**config.mk**
```make
export PLATFORM = sky130hd
export DESIGN_NAME = operand_read_stage_flat
export DESIGN_NICKNAME = d
export VERILOG_FILES = /design/src/rtl/operand_read_stage_pkg.sv /design/src/rtl/operand_read_stage_if.sv /design/src/rtl/operand_read_stage_operand_use.sv /design/src/rtl/operand_read_stage.sv /design/src/flat_wrapper.sv
export SDC_FILE = /design/constraint.sdc
export NUM_CORES = 1
export LEC_CHECK = 0
export BUFFER_PORTS_ARGS = -buffer_cell sky130_fd_sc_hd__buf_2
export CAP_MARGIN = 10
export CORE_ASPECT_RATIO = 0.8
export CORE_UTILIZATION = 35
export DETAILED_ROUTE_END_ITERATION = 10
export SLEW_MARGIN = 20
export SYNTH_ARGS = -nofsm -noshare
export SYNTH_HDL_FRONTEND = slang
export SYNTH_SLANG_ARGS = --single-unit
```
**constraint.sdc**
```tcl
create_clock -name clk -period 3.87 [get_ports clk]
set_clock_uncertainty 0.2 [all_clocks]
set_input_delay 0.5805 -clock clk [delete_from_list [all_inputs] [get_ports clk]]
set_output_delay 0.5805 -clock clk [all_outputs]
set_load 0.02 [all_outputs]
```
**src/rtl/operand_read_stage_pkg.sv**
```systemverilog
// Shared definitions for the operand-read stage: RV32I opcodes, instruction field
// positions, datapath widths and field-extraction helpers.
package operand_read_stage_pkg;

  localparam int XLEN   = 32;
  localparam int NREG   = 32;
  localparam int ILEN   = 32;
  localparam int REG_AW = 5;

  localparam int OPC_LSB = 0;
  localparam int OPC_W   = 7;
  localparam int RD_LSB  = 7;
  localparam int RS1_LSB = 15;
  localparam int RS2_LSB = 20;

  localparam logic [OPC_W-1:0] OPC_LUI    = 7'b0110111;
  localparam logic [OPC_W-1:0] OPC_AUIPC  = 7'b0010111;
  localparam logic [OPC_W-1:0] OPC_JAL    = 7'b1101111;
  localparam logic [OPC_W-1:0] OPC_JALR   = 7'b1100111;
  localparam logic [OPC_W-1:0] OPC_BRANCH = 7'b1100011;
  localparam logic [OPC_W-1:0] OPC_LOAD   = 7'b0000011;
  localparam logic [OPC_W-1:0] OPC_STORE  = 7'b0100011;
  localparam logic [OPC_W-1:0] OPC_OPIMM  = 7'b0010011;
  localparam logic [OPC_W-1:0] OPC_OP     = 7'b0110011;

  typedef logic [REG_AW-1:0] reg_idx_t;
  typedef logic [XLEN-1:0]   xword_t;
  typedef logic [ILEN-1:0]   instr_t;

  function automatic reg_idx_t f_rs1(input instr_t instr);
    return instr[RS1_LSB +: REG_AW];
  endfunction

  function automatic reg_idx_t f_rs2(input instr_t instr);
    return instr[RS2_LSB +: REG_AW];
  endfunction

  function automatic reg_idx_t f_rd(input instr_t instr);
    return instr[RD_LSB +: REG_AW];
  endfunction

endpackage

```
**src/rtl/operand_read_stage_if.sv**
```systemverilog
// Bundle of fetch, regfile, writeback and execute-side signals seen by the operand-read stage.
interface operand_read_stage_if;
  import operand_read_stage_pkg::*;

  logic     in_valid;
  logic     in_ready;
  instr_t   in_instr;
  reg_idx_t rf_rs1;
  reg_idx_t rf_rs2;
  xword_t   rf_op1;
  xword_t   rf_op2;
  logic     wb_valid;
  reg_idx_t wb_rd;
  xword_t   wb_data;
  logic     flush;
  logic     out_valid;
  logic     out_ready;
  instr_t   out_instr;
  xword_t   out_op1;
  xword_t   out_op2;
  reg_idx_t out_rd;

  // The stage itself
  modport slave (
    input  in_valid, in_instr, rf_op1, rf_op2, wb_valid, wb_rd, wb_data, flush, out_ready,
    output in_ready, rf_rs1, rf_rs2, out_valid, out_instr, out_op1, out_op2, out_rd
  );

  // Surrounding pipeline: fetch, regfile, writeback and execute
  modport master (
    output in_valid, in_instr, rf_op1, rf_op2, wb_valid, wb_rd, wb_data, flush, out_ready,
    input  in_ready, rf_rs1, rf_rs2, out_valid, out_instr, out_op1, out_op2, out_rd
  );

endinterface

```
**src/rtl/operand_read_stage_operand_use.sv**
```systemverilog
// Combinational RV32I opcode classifier: which of rs1/rs2/rd an instruction actually uses.
module rv32i_operand_use
  import operand_read_stage_pkg::*;
(
  input  logic [OPC_W-1:0] opcode,
  output logic             use_rs1,
  output logic             use_rs2,
  output logic             use_rd
);

  always_comb begin
    use_rs1 = 1'b0;
    use_rs2 = 1'b0;
    use_rd  = 1'b0;
    unique case (opcode)
      OPC_LUI, OPC_AUIPC, OPC_JAL: begin
        use_rd = 1'b1;
      end
      OPC_JALR, OPC_LOAD, OPC_OPIMM: begin
        use_rs1 = 1'b1;
        use_rd  = 1'b1;
      end
      OPC_BRANCH, OPC_STORE: begin
        use_rs1 = 1'b1;
        use_rs2 = 1'b1;
      end
      OPC_OP: begin
        use_rs1 = 1'b1;
        use_rs2 = 1'b1;
        use_rd  = 1'b1;
      end
      // FENCE, SYSTEM and unknown encodings touch no registers
      default: ;
    endcase
  end

endmodule

```
**src/rtl/operand_read_stage.sv**
```systemverilog
// Operand-read stage: reads rs1/rs2 from the regfile (with writeback bypass), stalls on
// RAW/WAW hazards against a busy scoreboard, and holds one instruction for execute.
module operand_read_stage
  import operand_read_stage_pkg::*;
(
  input  logic                 clk,
  input  logic                 rst,
  operand_read_stage_if.slave  bus
);

  logic            use_rs1;
  logic            use_rs2;
  logic            use_rd;
  reg_idx_t        rs1;
  reg_idx_t        rs2;
  reg_idx_t        rd_eff;
  logic [NREG-1:0] wb_mask;
  logic [NREG-1:0] busy_eff;
  logic [NREG-1:0] busy_nxt;
  logic [NREG-1:0] busy_p0;
  logic            hazard;
  logic            in_ready;
  logic            accept;
  xword_t          op1_sel;
  xword_t          op2_sel;

  logic            vld_p0;
  instr_t          instr_p0;
  xword_t          op1_p0;
  xword_t          op2_p0;
  reg_idx_t        rd_p0;

  // A writeback landing this cycle is not yet visible in the regfile, so forward it.
  function automatic xword_t f_sel_operand(input logic used, input reg_idx_t rs,
                                           input xword_t rf_data, input logic wb_valid,
                                           input reg_idx_t wb_rd, input xword_t wb_data);
    if (!used)
      return '0;
    if (wb_valid && (wb_rd == rs) && (rs != '0))
      return wb_data;
    return rf_data;
  endfunction

  rv32i_operand_use u_operand_use (
    .opcode  (bus.in_instr[OPC_LSB +: OPC_W]),
    .use_rs1 (use_rs1),
    .use_rs2 (use_rs2),
    .use_rd  (use_rd)
  );

  assign rs1        = f_rs1(bus.in_instr);
  assign rs2        = f_rs2(bus.in_instr);
  assign rd_eff     = use_rd ? f_rd(bus.in_instr) : '0;
  assign bus.rf_rs1 = rs1;
  assign bus.rf_rs2 = rs2;

  assign wb_mask  = bus.wb_valid ? ({{(NREG-1){1'b0}}, 1'b1} << bus.wb_rd) : '0;
  assign busy_eff = busy_p0 & ~wb_mask;

  assign hazard   = (use_rs1 & busy_eff[rs1]) |
                    (use_rs2 & busy_eff[rs2]) |
                    ((rd_eff != '0) & busy_eff[rd_eff]);
  assign in_ready = ~hazard & (~vld_p0 | bus.out_ready) & ~bus.flush;
  assign accept   = bus.in_valid & in_ready;

  assign op1_sel = f_sel_operand(use_rs1, rs1, bus.rf_op1, bus.wb_valid, bus.wb_rd, bus.wb_data);
  assign op2_sel = f_sel_operand(use_rs2, rs2, bus.rf_op2, bus.wb_valid, bus.wb_rd, bus.wb_data);

  // Clears first, then the new destination, so a same-cycle set beats a clear.
  always_comb begin
    busy_nxt = busy_p0 & ~wb_mask;
    if (bus.flush && vld_p0)
      busy_nxt[rd_p0] = 1'b0;
    if (accept && (rd_eff != '0))
      busy_nxt[rd_eff] = 1'b1;
    busy_nxt[0] = 1'b0;
  end

  // ---- stage p0: execute-side holding register ----
  always_ff @(posedge clk or negedge rst) begin
    if (!rst) begin
      vld_p0   <= 1'b0;
      busy_p0  <= '0;
      instr_p0 <= '0;
      op1_p0   <= '0;
      op2_p0   <= '0;
      rd_p0    <= '0;
    end else begin
      busy_p0 <= busy_nxt;
      if (bus.flush) begin
        vld_p0 <= 1'b0;
      end else if (accept) begin
        vld_p0   <= 1'b1;
        instr_p0 <= bus.in_instr;
        op1_p0   <= op1_sel;
        op2_p0   <= op2_sel;
        rd_p0    <= rd_eff;
      end else if (bus.out_ready) begin
        vld_p0 <= 1'b0;
      end
    end
  end

  assign bus.in_ready  = in_ready;
  assign bus.out_valid = vld_p0;
  assign bus.out_instr = instr_p0;
  assign bus.out_op1   = op1_p0;
  assign bus.out_op2   = op2_p0;
  assign bus.out_rd    = rd_p0;

endmodule

```
**src/flat_wrapper.sv**
```systemverilog
// flat-port wrapper written by rule: the top's interface ports become plain ports
module operand_read_stage_flat import operand_read_stage_pkg::*;
  (clk, rst, bus_in_valid, bus_in_instr, bus_rf_op1, bus_rf_op2, bus_wb_valid, bus_wb_rd, bus_wb_data, bus_flush, bus_out_ready, bus_in_ready, bus_rf_rs1, bus_rf_rs2, bus_out_valid, bus_out_instr, bus_out_op1, bus_out_op2, bus_out_rd);
  operand_read_stage_if bus_i ();
  input  logic clk;
  input  logic rst;
  input wire logic [$bits(bus_i.in_valid)-1:0] bus_in_valid;
  input wire logic [$bits(bus_i.in_instr)-1:0] bus_in_instr;
  input wire logic [$bits(bus_i.rf_op1)-1:0] bus_rf_op1;
  input wire logic [$bits(bus_i.rf_op2)-1:0] bus_rf_op2;
  input wire logic [$bits(bus_i.wb_valid)-1:0] bus_wb_valid;
  input wire logic [$bits(bus_i.wb_rd)-1:0] bus_wb_rd;
  input wire logic [$bits(bus_i.wb_data)-1:0] bus_wb_data;
  input wire logic [$bits(bus_i.flush)-1:0] bus_flush;
  input wire logic [$bits(bus_i.out_ready)-1:0] bus_out_ready;
  output wire logic [$bits(bus_i.in_ready)-1:0] bus_in_ready;
  output wire logic [$bits(bus_i.rf_rs1)-1:0] bus_rf_rs1;
  output wire logic [$bits(bus_i.rf_rs2)-1:0] bus_rf_rs2;
  output wire logic [$bits(bus_i.out_valid)-1:0] bus_out_valid;
  output wire logic [$bits(bus_i.out_instr)-1:0] bus_out_instr;
  output wire logic [$bits(bus_i.out_op1)-1:0] bus_out_op1;
  output wire logic [$bits(bus_i.out_op2)-1:0] bus_out_op2;
  output wire logic [$bits(bus_i.out_rd)-1:0] bus_out_rd;
  assign bus_i.in_valid = bus_in_valid;
  assign bus_i.in_instr = bus_in_instr;
  assign bus_i.rf_op1 = bus_rf_op1;
  assign bus_i.rf_op2 = bus_rf_op2;
  assign bus_i.wb_valid = bus_wb_valid;
  assign bus_i.wb_rd = bus_wb_rd;
  assign bus_i.wb_data = bus_wb_data;
  assign bus_i.flush = bus_flush;
  assign bus_i.out_ready = bus_out_ready;
  assign bus_in_ready = bus_i.in_ready;
  assign bus_rf_rs1 = bus_i.rf_rs1;
  assign bus_rf_rs2 = bus_i.rf_rs2;
  assign bus_out_valid = bus_i.out_valid;
  assign bus_out_instr = bus_i.out_instr;
  assign bus_out_op1 = bus_i.out_op1;
  assign bus_out_op2 = bus_i.out_op2;
  assign bus_out_rd = bus_i.out_rd;
  operand_read_stage u_core (.clk(clk), .rst(rst), .bus(bus_i));
endmodule
```
==> run metrics, run 1 <==
post-route ant nets=0; commonest non-fill, non-tap cells in the layout=buf_2 (250), dfrtp_1 (133), nor2_1 (93), mux2i_1 (78), mux2_2 (67); hold slack=-0.0106 ns; Initial Util=0.362; io pins=252; antenna violations before repair=0; placed inst area=10100 µm²; Leak Pwr=5.24 nW; Hold WC Path Type=input port to async pin; nets=1184; GPL Wtd Cong=1.02; sequential fraction of the synthesis area=0.402; Max-Slew Margin vs Limit=0.403; antenna diode count=0; Clock Path Buffers=2; final core utilization=0.469; Final Hold Violating Endpoints=2; critical path arrival=3.00 ns; clk slew on worst S/H paths=0.06 ns; final setup vio count=0; Yosys warnings=0; grt total ovfl=0; NetSw=1.18 mW; most common cell after layout, fill and taps aside=buf_2; largest net degree at the start of global routing=95; minimum clock period=3.78 ns; hpwl dp=20.9 mm; share of cells above drive strength 1=0.440; Worst Path Required=3.09 ns; first-pass GRT wire length=43.0 mm; GR Util met1=0.338; Sum Neg Setup Slack=0 ns; Routed wire per std cell=20.2 µm; footprint of the multi-input gates=4570 µm²; Die Y=140 µm; Reg area=3330 µm²; met3 GRT Util=0.0568; RSZ-0062 raised after global routing=no; Die X=174 µm; Avg Cell Area, Syn=10.5 µm²; DRT iter0 DRCs=583; DRT Pass-1 Iters=5; vias in the first global route=7256; sw frac=0.297; Comb pwr share=0.199; Syn-to-layout area delta=29.6%; DR vias=7459; All-Layer GR Usage=0.228; Post-synth EDFFs=0; f_max=0.265 GHz; CTS tree=done; maxcap violations=0; worst skew pair latency=0.41 ns; drc violations=0; IO Port Bufs=251; Post-synth ARST share=1.00; Filler cells=2162; Pint=2.80 mW; post-synthesis cell count=790; status=finished, violations left; GRT Max-Usage Layer=met1; dominant synthesized flop cell=dfrtp_1; pins over their slew limit=0; DRT Wirelength=27.5 mm; Worst Setup Path Type=input port to output port; violated checks=negative hold slack; CTS Sinks=133; Worst Path Max Fanout=16; startpoint types=input port; Vias/cell=5.47; Cell Area, Synth=8280 µm²; Worst VDD drop=0.255 mV; clock root buffer=clkbuf_16; H-tree depth=4; Final Cell Area=10700 µm²; Clock Power Share=0.416; sequential share of power=0.385; Unique masters post-synth=66; Num CTS Buffers=17; Yosys reg bits=133; die area=24300 µm²; actual slew at the worst max-slew pin=0.895 ns; fin crit share=0.976; Syn Nets=929; cts hold-fix bufs=0; PwrDens=371 nW/µm²; core area=22900 µm²; Rows=49; Crit. End Element=output port; GR Util met2=0.325
-- kinds of logic (layout without fill, tap and decap cells) --
logic type	Yosys count	in the layout	share of synthesized area
muxes	184	184	0.259
xor gates and xnor gates	10	10	0.0106
DFF	133	133	0.402
buffers and inverters	85	353	0.0486
AOI/OAI and AO/OA	169	169	0.155
and+or+nand+nor	209	209	0.125
-- Yosys cell counts (4+ instances only) --
cell type  number  area share
a2111oi_0       4      0.0042
a21oi_1         7      0.0042
a311oi_1        7      0.0074
a31oi_1         4      0.0030
buf_1           6      0.0027
buf_2          10      0.0060
buf_4          11       0.010
buf_6           4      0.0054
clkbuf_1       40       0.018
dfrtp_1       133        0.40
inv_1          13      0.0059
mux2_2         67       0.091
mux2_4         36       0.065
mux2i_1        78       0.094
nand2_1        29       0.013
nand2b_1        7      0.0053
nand3_1        16      0.0097
nand4_1         5      0.0038
nand4b_1        6      0.0063
nor2_1         93       0.042
nor2b_1         5      0.0038
nor3_1         10      0.0060
nor4_1          7      0.0053
o2111ai_1       7      0.0074
o211ai_1       19       0.017
o21a_1         11       0.010
o21ai_0        41       0.025
o21bai_1       10      0.0091
o221ai_1        6      0.0063
o31ai_1        20       0.018
o41ai_2         5      0.0098
or2_2           4      0.0030
or3_1           6      0.0045
xnor2_1         7      0.0074
-- metal layers --
layer | routed length (µm) | part of all wire
met3 | 2450 | 0.089
met4 | 468 | 0.017
met1 | 13000 | 0.47
met2 | 11600 | 0.42
met5 | 0 | 0
-- worst max-delay path, stage by stage --
cell,delay [ns]
buf_2,0.19
or4b_4,0.57
o21a_1,0.25
a311oi_1,0.31
nor4bb_1,0.12
o41ai_2,0.39
a2bb2oi_2,0.20
o21a_1,0.19
buf_2,0.18
-- through the flow --
| stage | std cells | power (mW) | setup slack, ns |
|---|---|---|---|
| 6_report | 1364 | 3.98 | 0.0916 |
| 4_1_cts | 1363 | 4.03 | 0.0166 |
| 3_5_place_dp | 1331 | 2.35 | -0.0150 |
| 3_3_place_gp | 1331 | 2.34 | -0.0277 |
| 2_1_floorplan | 790 | 2.01 | 0.433 |
| 5_1_grt | 1364 | 4.16 | 0.0196 |
-- layout make-up --
| class | instances | area share |
|---|---|---|
| clock buffer | 18 | 0.0409 |
| clock inverter | 14 | 0.0155 |
| inverter | 14 | 0.00490 |
| multi-input combinational | 572 | 0.426 |
| sequential | 133 | 0.310 |
| tap | 306 | 0.0357 |
| timing repair buffer | 307 | 0.167 |
-- power groups by stage --
| stage | registers, mW | clock network, mW | logic (mW) |
|---|---|---|---|
| floorplan | 1.67 | 0 | 0.343 |
| global placement | 1.56 | 0 | 0.784 |
| detailed placement | 1.56 | 0 | 0.790 |
| CTS | 1.53 | 1.71 | 0.793 |
| global route | 1.55 | 1.76 | 0.851 |
| finish | 1.53 | 1.66 | 0.792 |
-- worst paths after layout --
| path | startpoint | end | slack, ns | cells after the start |
|---|---|---|---|---|
| setup / recovery | bus_wb_rd[3] | bus_in_ready | 0.09 | 9 |
| hold / removal | rst | u_core.busy_p0[18]$_DFF_PN0_ | -0.01 | 1 |
| setup reg to reg | u_core.busy_p0[4]$_DFF_PN0_ | u_core.bus.out_op1[4]$_DFFE_PN0P_ | 0.76 | 9 |
| hold reg to reg | u_core.bus.out_op1[26]$_DFFE_PN0P_ | u_core.bus.out_op1[26]$_DFFE_PN0P_ | 0.30 | 1 |
| max in group asynchronous | rst | u_core.busy_p0[10]$_DFF_PN0_ | 2.57 | 2 |
| min in group clk | bus_in_instr[13] | u_core.bus.out_instr[13]$_DFFE_PN0P_ | 0.20 | 2 |
-- sequential cells by signal (all words and copies together) (netlist names) --
name,flops
u_core.bus.out_valid,1
u_core.bus.out_op2,32
u_core.bus.out_rd,5
u_core.bus.out_instr,32
u_core.bus.out_op1,32
u_core.busy_p0,31
-- timing repair --
item,CTS,global route
setup endpoints to repair,1,1
pin swaps,1,1
buffers inserted,0,1
gates resized for setup,1,1
(Power assumes the default switching activity.)
==> run 2: changes to the inputs <==
PLACE_DENSITY = 0.55   (was unset)
==> run 2 against run 1 <==
Against the previous run: die area unchanged; register-to-register slack got worse by 0.09 ns; sequential cell count unchanged; routed wire length increased by 0.73%; sequential power about the same; global-route usage decreased by 0.19 points; design area decreased by 0.34%; the run still ends with negative hold slack left; combinational power about the same; non-clock buffer count decreased by 6; clock-buffer cell count unchanged; largest cell class unchanged.
==> run metrics, run 2 (synthesis gave the netlist of run 1 again) <==
hold slack=-0.0364 ns (was -0.0106 ns); largest stage delay on the critical path=0.59 ns (was 0.57 ns); Final Hold Violating Endpoints=22 (was 2); Hold WC Path Type=input port to async pin (unchanged); Vias/cell=5.50 (was 5.47); Max-Slew Margin vs Limit=0.518 (was 0.403); Routed wire per std cell=20.4 µm (was 20.2 µm); maxcap violations=0 (unchanged); clk slew on worst S/H paths=0.06 ns (about the same); die area=24300 µm² (unchanged); CTS Sinks=133 (unchanged); final setup vio count=0 (unchanged); f_max=0.262 GHz (was 0.265 GHz); Top Family by Delay on Critical Path=compound AO/OA/AOI/OAI gates (unchanged); worst skew pair latency=0.42 ns (was 0.41 ns); Leak Pwr=5.20 nW (was 5.24 nW); GPL Wtd Cong=0.972 (was 1.02); Num CTS Buffers=17 (unchanged); nets=1178 (was 1184); largest net degree at the start of global routing=72 (was 95); fin crit share=0.987 (was 0.976); clock root buffer=clkbuf_16 (unchanged); Sum Neg Setup Slack=0 ns (unchanged); Initial Util=0.362 (unchanged); violated checks=negative hold slack (unchanged); All-Layer GR Usage=0.226 (was 0.228); RSZ-0062 raised after global routing=no (unchanged); Die Y=140 µm (unchanged); Final WS setup=0.0513 ns (was 0.0916 ns); pins over their slew limit=0 (unchanged); minimum clock period=3.82 ns (was 3.78 ns); DRT Wirelength=27.7 mm (was 27.5 mm); status=finished, violations left (unchanged); worst path cell trace=buf_2 > or4b_4 > o21a_1 > a311oi_2 > nor4bb_1 > o41ai_2 > a2bb2oi_2 > o21a_1 > buf_2 (was buf_2 > or4b_4 > o21a_1 > a311oi_1 > nor4bb_1 > o41ai_2 > a2bb2oi_2 > o21a_1 > buf_2); Slowest-stage cell, CP=or4b_4 (unchanged); PwrDens=374 nW/µm² (was 371 nW/µm²); post-route ant nets=0 (unchanged); Clock Path Buffers=2 (unchanged); vias in the first global route=7117 (was 7256); CTS tree=done (unchanged); pre-CTS setup slack=-0.0528 ns (was -0.0150 ns); Rows=49 (unchanged); Die X=174 µm (unchanged); most common cell after layout, fill and taps aside=buf_2 (unchanged); first-pass GRT wire length=42.5 mm (was 43.0 mm); antenna violations before repair=0 (unchanged); R2R cell count=9 (unchanged); Crit. End Element=output port (unchanged); antenna diode count=0 (unchanged); H-tree depth=4 (unchanged); Worst Path Required=3.09 ns (about the same); Buf/Inv on CP=2 (unchanged); Worst Path Max Fanout=15 (was 16); DRT iter0 DRCs=626 (was 583); hpwl dp=20.4 mm (was 20.9 mm); DRT Pass-1 Iters=6 (was 5); actual slew at the worst max-slew pin=0.723 ns (was 0.895 ns); share of cells above drive strength 1=0.438 (was 0.440); drc violations=0 (unchanged); commonest non-fill, non-tap cells in the layout=buf_2 (250), dfrtp_1 (133), nor2_1 (93), mux2i_1 (78), mux2_2 (67) (unchanged); Worst Setup Path Type=input port to output port (unchanged); DR vias=7463 (was 7459); critical path arrival=3.04 ns (was 3.00 ns); IO Port Bufs=251 (unchanged); WP depth=9 (unchanged); grt total ovfl=0 (unchanged); Syn-to-layout area delta=29.2% (was 29.6%); io pins=252 (unchanged); Worst VDD drop=0.268 mV (was 0.255 mV); startpoint types=input port (unchanged); core area=22900 µm² (unchanged)
run 2: where the power goes:
group          total, mW  switching [mW]  leakage [nW]  internal [mW]
registers           1.53          0.0475          1.78           1.48
logic              0.794           0.467          3.14          0.327
clock network       1.68           0.698         0.280          0.984
total               4.01            1.21          5.20           2.79
run 2: through the flow:
| step | hold slack [ns] | cell area (µm²) | instances | total power [mW] | utilization |
|---|---|---|---|---|---|
| 2_1_floorplan | 0.0849 | 8280 | 790 | 2.01 | - |
| 3_3_place_gp | 0.282 | 10100 | 1325 | 2.34 | 0.440 |
| 3_5_place_dp | 0.286 | 10100 | 1325 | 2.35 | 0.440 |
| 4_1_cts | 0.0114 | 10700 | 1358 | 4.05 | 0.467 |
| 5_1_grt | 0.0234 | 10700 | 1358 | 4.17 | 0.468 |
| 6_report | -0.0364 | 10700 | 1358 | 4.01 | 0.468 |
run 2: area by class of cell:
| type | count | area, µm² |
|---|---|---|
| fill | 2205 | 12200 |
| clock buffer | 18 | 439 |
| tap | 306 | 383 |
| clock inverter | 14 | 164 |
| sequential | 133 | 3330 |
| inverter | 14 | 52.6 |
| multi-input combinational | 572 | 4580 |
| timing repair buffer | 301 | 1750 |
run 2: final timing paths:
check | startpoint | end | slack (ns)
max | bus_wb_rd[2] | bus_in_ready | 0.05
min | rst | u_core.bus.out_instr[25]$_DFFE_PN0P_ | -0.04
max reg2reg | u_core.busy_p0[7]$_DFF_PN0_ | u_core.bus.out_op1[6]$_DFFE_PN0P_ | 0.67
min reg2reg | u_core.bus.out_instr[21]$_DFFE_PN0P_ | u_core.bus.out_instr[21]$_DFFE_PN0P_ | 0.30
max in group asynchronous | rst | u_core.bus.out_op2[14]$_DFFE_PN0P_ | 2.69
min in group clk | bus_in_instr[26] | u_core.bus.out_instr[26]$_DFFE_PN0P_ | 0.19
run 2: worst reg2reg max path, cell delays in order (launching register included):
cell and delay (ns):
dfrtp_1 0.40, o21ai_0 0.15, mux4_2 0.48, a2111oi_0 0.52, a221o_1 0.21, a2bb2oi_2 0.08, buf_4 0.15, o211ai_4 0.22
buf_12 0.29, mux2_2 0.38
run 2: repair_timing:
action                     4_1_cts  5_1_grt
buffers inserted                 1        0
hold buffers                     0        0
setup endpoints to repair        1        1
pin swaps                        1        0
gates resized for setup          0        3
run 2: layer usage:
layer | wire length, µm | track usage | vias up
li1 | - | - | 3434
met1 | 12900 | 0.334 | 3648
met2 | 12300 | 0.332 | 357
met3 | 2210 | 0.0511 | 24
met4 | 275 | 0.0517 | 0
met5 | 0 | 0 | -
==> run 3: changes to the inputs <==
CTS_BUF_LIST = sky130_fd_sc_hd__clkbuf_2   (was unset)
SLEW_MARGIN = unset   (was 20)
==> run 3 against run 2 <==
Against the previous run: the run now ends clean; non-clock buffer count is 104 higher; worst setup slack got worse by 0.035 ns; sequential share of layout area down 1.9 points; combinational power grew 12%; design area is 6.6% higher; register-to-register slack lost 0.27 ns; sequential cell count unchanged; utilization rose by 3.1 points; via count grew 6.2%; sequential power barely moved; critical endpoint unchanged; largest cell class unchanged.
==> run metrics, run 3 (synthesis gave the netlist of run 1 again) <==
status=completed (was finished, violations left); antenna violations before repair=1 (was 0); Worst Path Max Fanout=15 (unchanged); clock root buffer=clkbuf_2 (was clkbuf_16); CTS tree=done (unchanged); H-tree depth=4 (unchanged); critical path arrival=3.07 ns (was 3.04 ns); Syn-to-layout area delta=37.7% (was 29.2%); Crit. End Element=output port (unchanged); hpwl dp=20.4 mm (unchanged); Max-Slew Margin vs Limit=0.519 (was 0.518); Routed wire per std cell=20.0 µm (was 20.4 µm); Vias/cell=5.41 (was 5.50); RSZ-0062 raised after global routing=no (unchanged); Num CTS Buffers=17 (unchanged); Rows=49 (unchanged); Final Cell Area=11400 µm² (was 10700 µm²); Reg area=3330 µm² (unchanged); f_max=0.260 GHz (was 0.262 GHz); final core utilization=0.499 (was 0.468); vias in the first global route=7762 (was 7117); most common cell after layout, fill and taps aside=buf_2 (unchanged); Leak Pwr=5.49 nW (was 5.20 nW); nets=1282 (was 1178); post-route ant nets=0 (unchanged); core area=22900 µm² (unchanged); Buf/Inv on CP=2 (unchanged); footprint of the multi-input gates=4580 µm² (about the same); cell total after placement=1325 (unchanged); DRT iter0 DRCs=645 (was 626); pins over their slew limit=0 (unchanged); share of cells above drive strength 1=0.399 (was 0.438); worst path cell trace=buf_2 > or4b_4 > o21a_1 > a311oi_1 > nor4bb_1 > o41ai_2 > a2bb2oi_2 > o21a_1 > buf_4 (was buf_2 > or4b_4 > o21a_1 > a311oi_2 > nor4bb_1 > o41ai_2 > a2bb2oi_2 > o21a_1 > buf_2); Worst Path Required=3.09 ns (about the same); Worst VDD drop=0.201 mV (was 0.268 mV); largest net degree at the start of global routing=72 (unchanged); grt total ovfl=0 (unchanged); Top cell by count, worst path=o21a_1; GPL Wtd Cong=0.972 (unchanged); fin crit share=0.996 (was 0.987); commonest non-fill, non-tap cells in the layout=buf_2 (248), dfrtp_1 (133), dlygate4sd3_1 (104), nor2_1 (93), mux2i_1 (78) (was buf_2 (250), dfrtp_1 (133), nor2_1 (93), mux2i_1 (78), mux2_2 (67)); All-Layer GR Usage=0.238 (was 0.226); Worst Setup Path Type=input port to output port (unchanged); Top Family by Delay on Critical Path=compound AO/OA/AOI/OAI gates (unchanged); IO Port Bufs=251 (unchanged); Die X=174 µm (unchanged); Sum Neg Setup Slack=0 ns (unchanged); largest stage delay on the critical path=0.60 ns (was 0.59 ns); Final Hold Violating Endpoints=0 (was 22); DRT Pass-1 Iters=5 (was 6); placed inst area=10100 µm² (unchanged); final setup vio count=0 (unchanged); actual slew at the worst max-slew pin=0.722 ns (was 0.723 ns); Slowest-stage cell, CP=or4b_4 (unchanged); Filler cells=2142 (was 2205); PwrDens=293 nW/µm² (was 374 nW/µm²); first-pass GRT wire length=45.0 mm (was 42.5 mm); Initial Util=0.362 (unchanged); CTS Sinks=133 (unchanged); drc violations=0 (unchanged); Post-Layout Cell Count=1464 (was 1358); Hold WC Path Type=input port to flop (was input port to async pin); io pins=252 (unchanged); Clock Path Buffers=2 (unchanged); minimum clock period=3.85 ns (was 3.82 ns); maxcap violations=0 (unchanged); DRT Wirelength=29.2 mm (was 27.7 mm); worst skew pair latency=0.73 ns (was 0.42 ns); startpoint types=input port (unchanged); Die Y=140 µm (unchanged); die area=24300 µm² (unchanged); clk slew on worst S/H paths=0.23 ns (was 0.06 ns); DR vias=7924 (was 7463)
==> run 3: what timing repair did <==
item,4_1_cts,5_1_grt
hold buffers,103,1
gates resized for setup,0,8
buffers inserted,1,0
pin swaps,1,0
hold endpoints to repair,140,1
endpoints found under the setup margin,1,1
==> run 3: path summary, 6_finish.rpt <==
check	from	end	slack, ns	depth (start not counted)
setup / recovery	bus_wb_rd[2]	bus_in_ready	0.02	9
max in group asynchronous	rst	u_core.bus.out_op2[14]$_DFFE_PN0P_	2.43	3
hold reg to reg	u_core.bus.out_instr[21]$_DFFE_PN0P_	u_core.bus.out_instr[21]$_DFFE_PN0P_	0.33	1
min in group asynchronous	rst	u_core.bus.out_instr[25]$_DFFE_PN0P_	0.21	2
setup reg to reg	u_core.busy_p0[7]$_DFF_PN0_	u_core.bus.out_valid$_DFFE_PN0P_	0.40	10
hold / removal	bus_rf_op2[17]	u_core.bus.out_op2[17]$_DFFE_PN0P_	0.05	4
==> run 3: layout make-up <==
cell class	instances	area share
Tap cell	306	0.0336
Antenna cell	2	0.000439
Clock inverter	15	0.0147
Multi-Input combinational cell	572	0.402
Inverter	14	0.00461
Sequential cell	133	0.292
Clock buffer	17	0.00746
Timing Repair Buffer	405	0.246
==> run 3: power by group <==
group | total, mW | internal (mW) | switching [mW]
Combinational | 0.889 | 0.400 | 0.488
Clock | 0.925 | 0.310 | 0.615
Sequential | 1.53 | 1.48 | 0.0494
Total | 3.35 | 2.19 | 1.15
==> run 3: metal layers <==
| layer | global-route usage | share of wire | up-vias |
|---|---|---|---|
| met3 | 0.0544 | 0.075 | 42 |
| met2 | 0.365 | 0.45 | 358 |
| met5 | 0 | 0 | - |
| met4 | 0.0642 | 0.019 | 0 |
| met1 | 0.337 | 0.46 | 3878 |
| li1 | - | - | 3646 |
==> run 3: per-stage QoR <==
stage,setup WS [ns],power (mW),hold WS [ns]
final,0.0166,3.35,0.0550
after global routing,0.0176,3.50,0.00390
after CTS,0.0198,3.37,0.000232
after detailed placement,-0.0528,2.35,0.286
after global placement,-0.0706,2.34,0.282
after floorplan,0.433,2.01,0.0849
==> run 3: worst register-to-register path, stage by stage, from the launching register on <==
cell           delay, ns
dfrtp_1             0.44
o21ai_0             0.15
mux4_2              0.48
a2111oi_0           0.52
a221o_1             0.21
a2bb2oi_2           0.08
buf_4               0.15
o211ai_4            0.23
buf_12              0.25
o21ai_0             0.11
dlygate4sd3_1       0.55
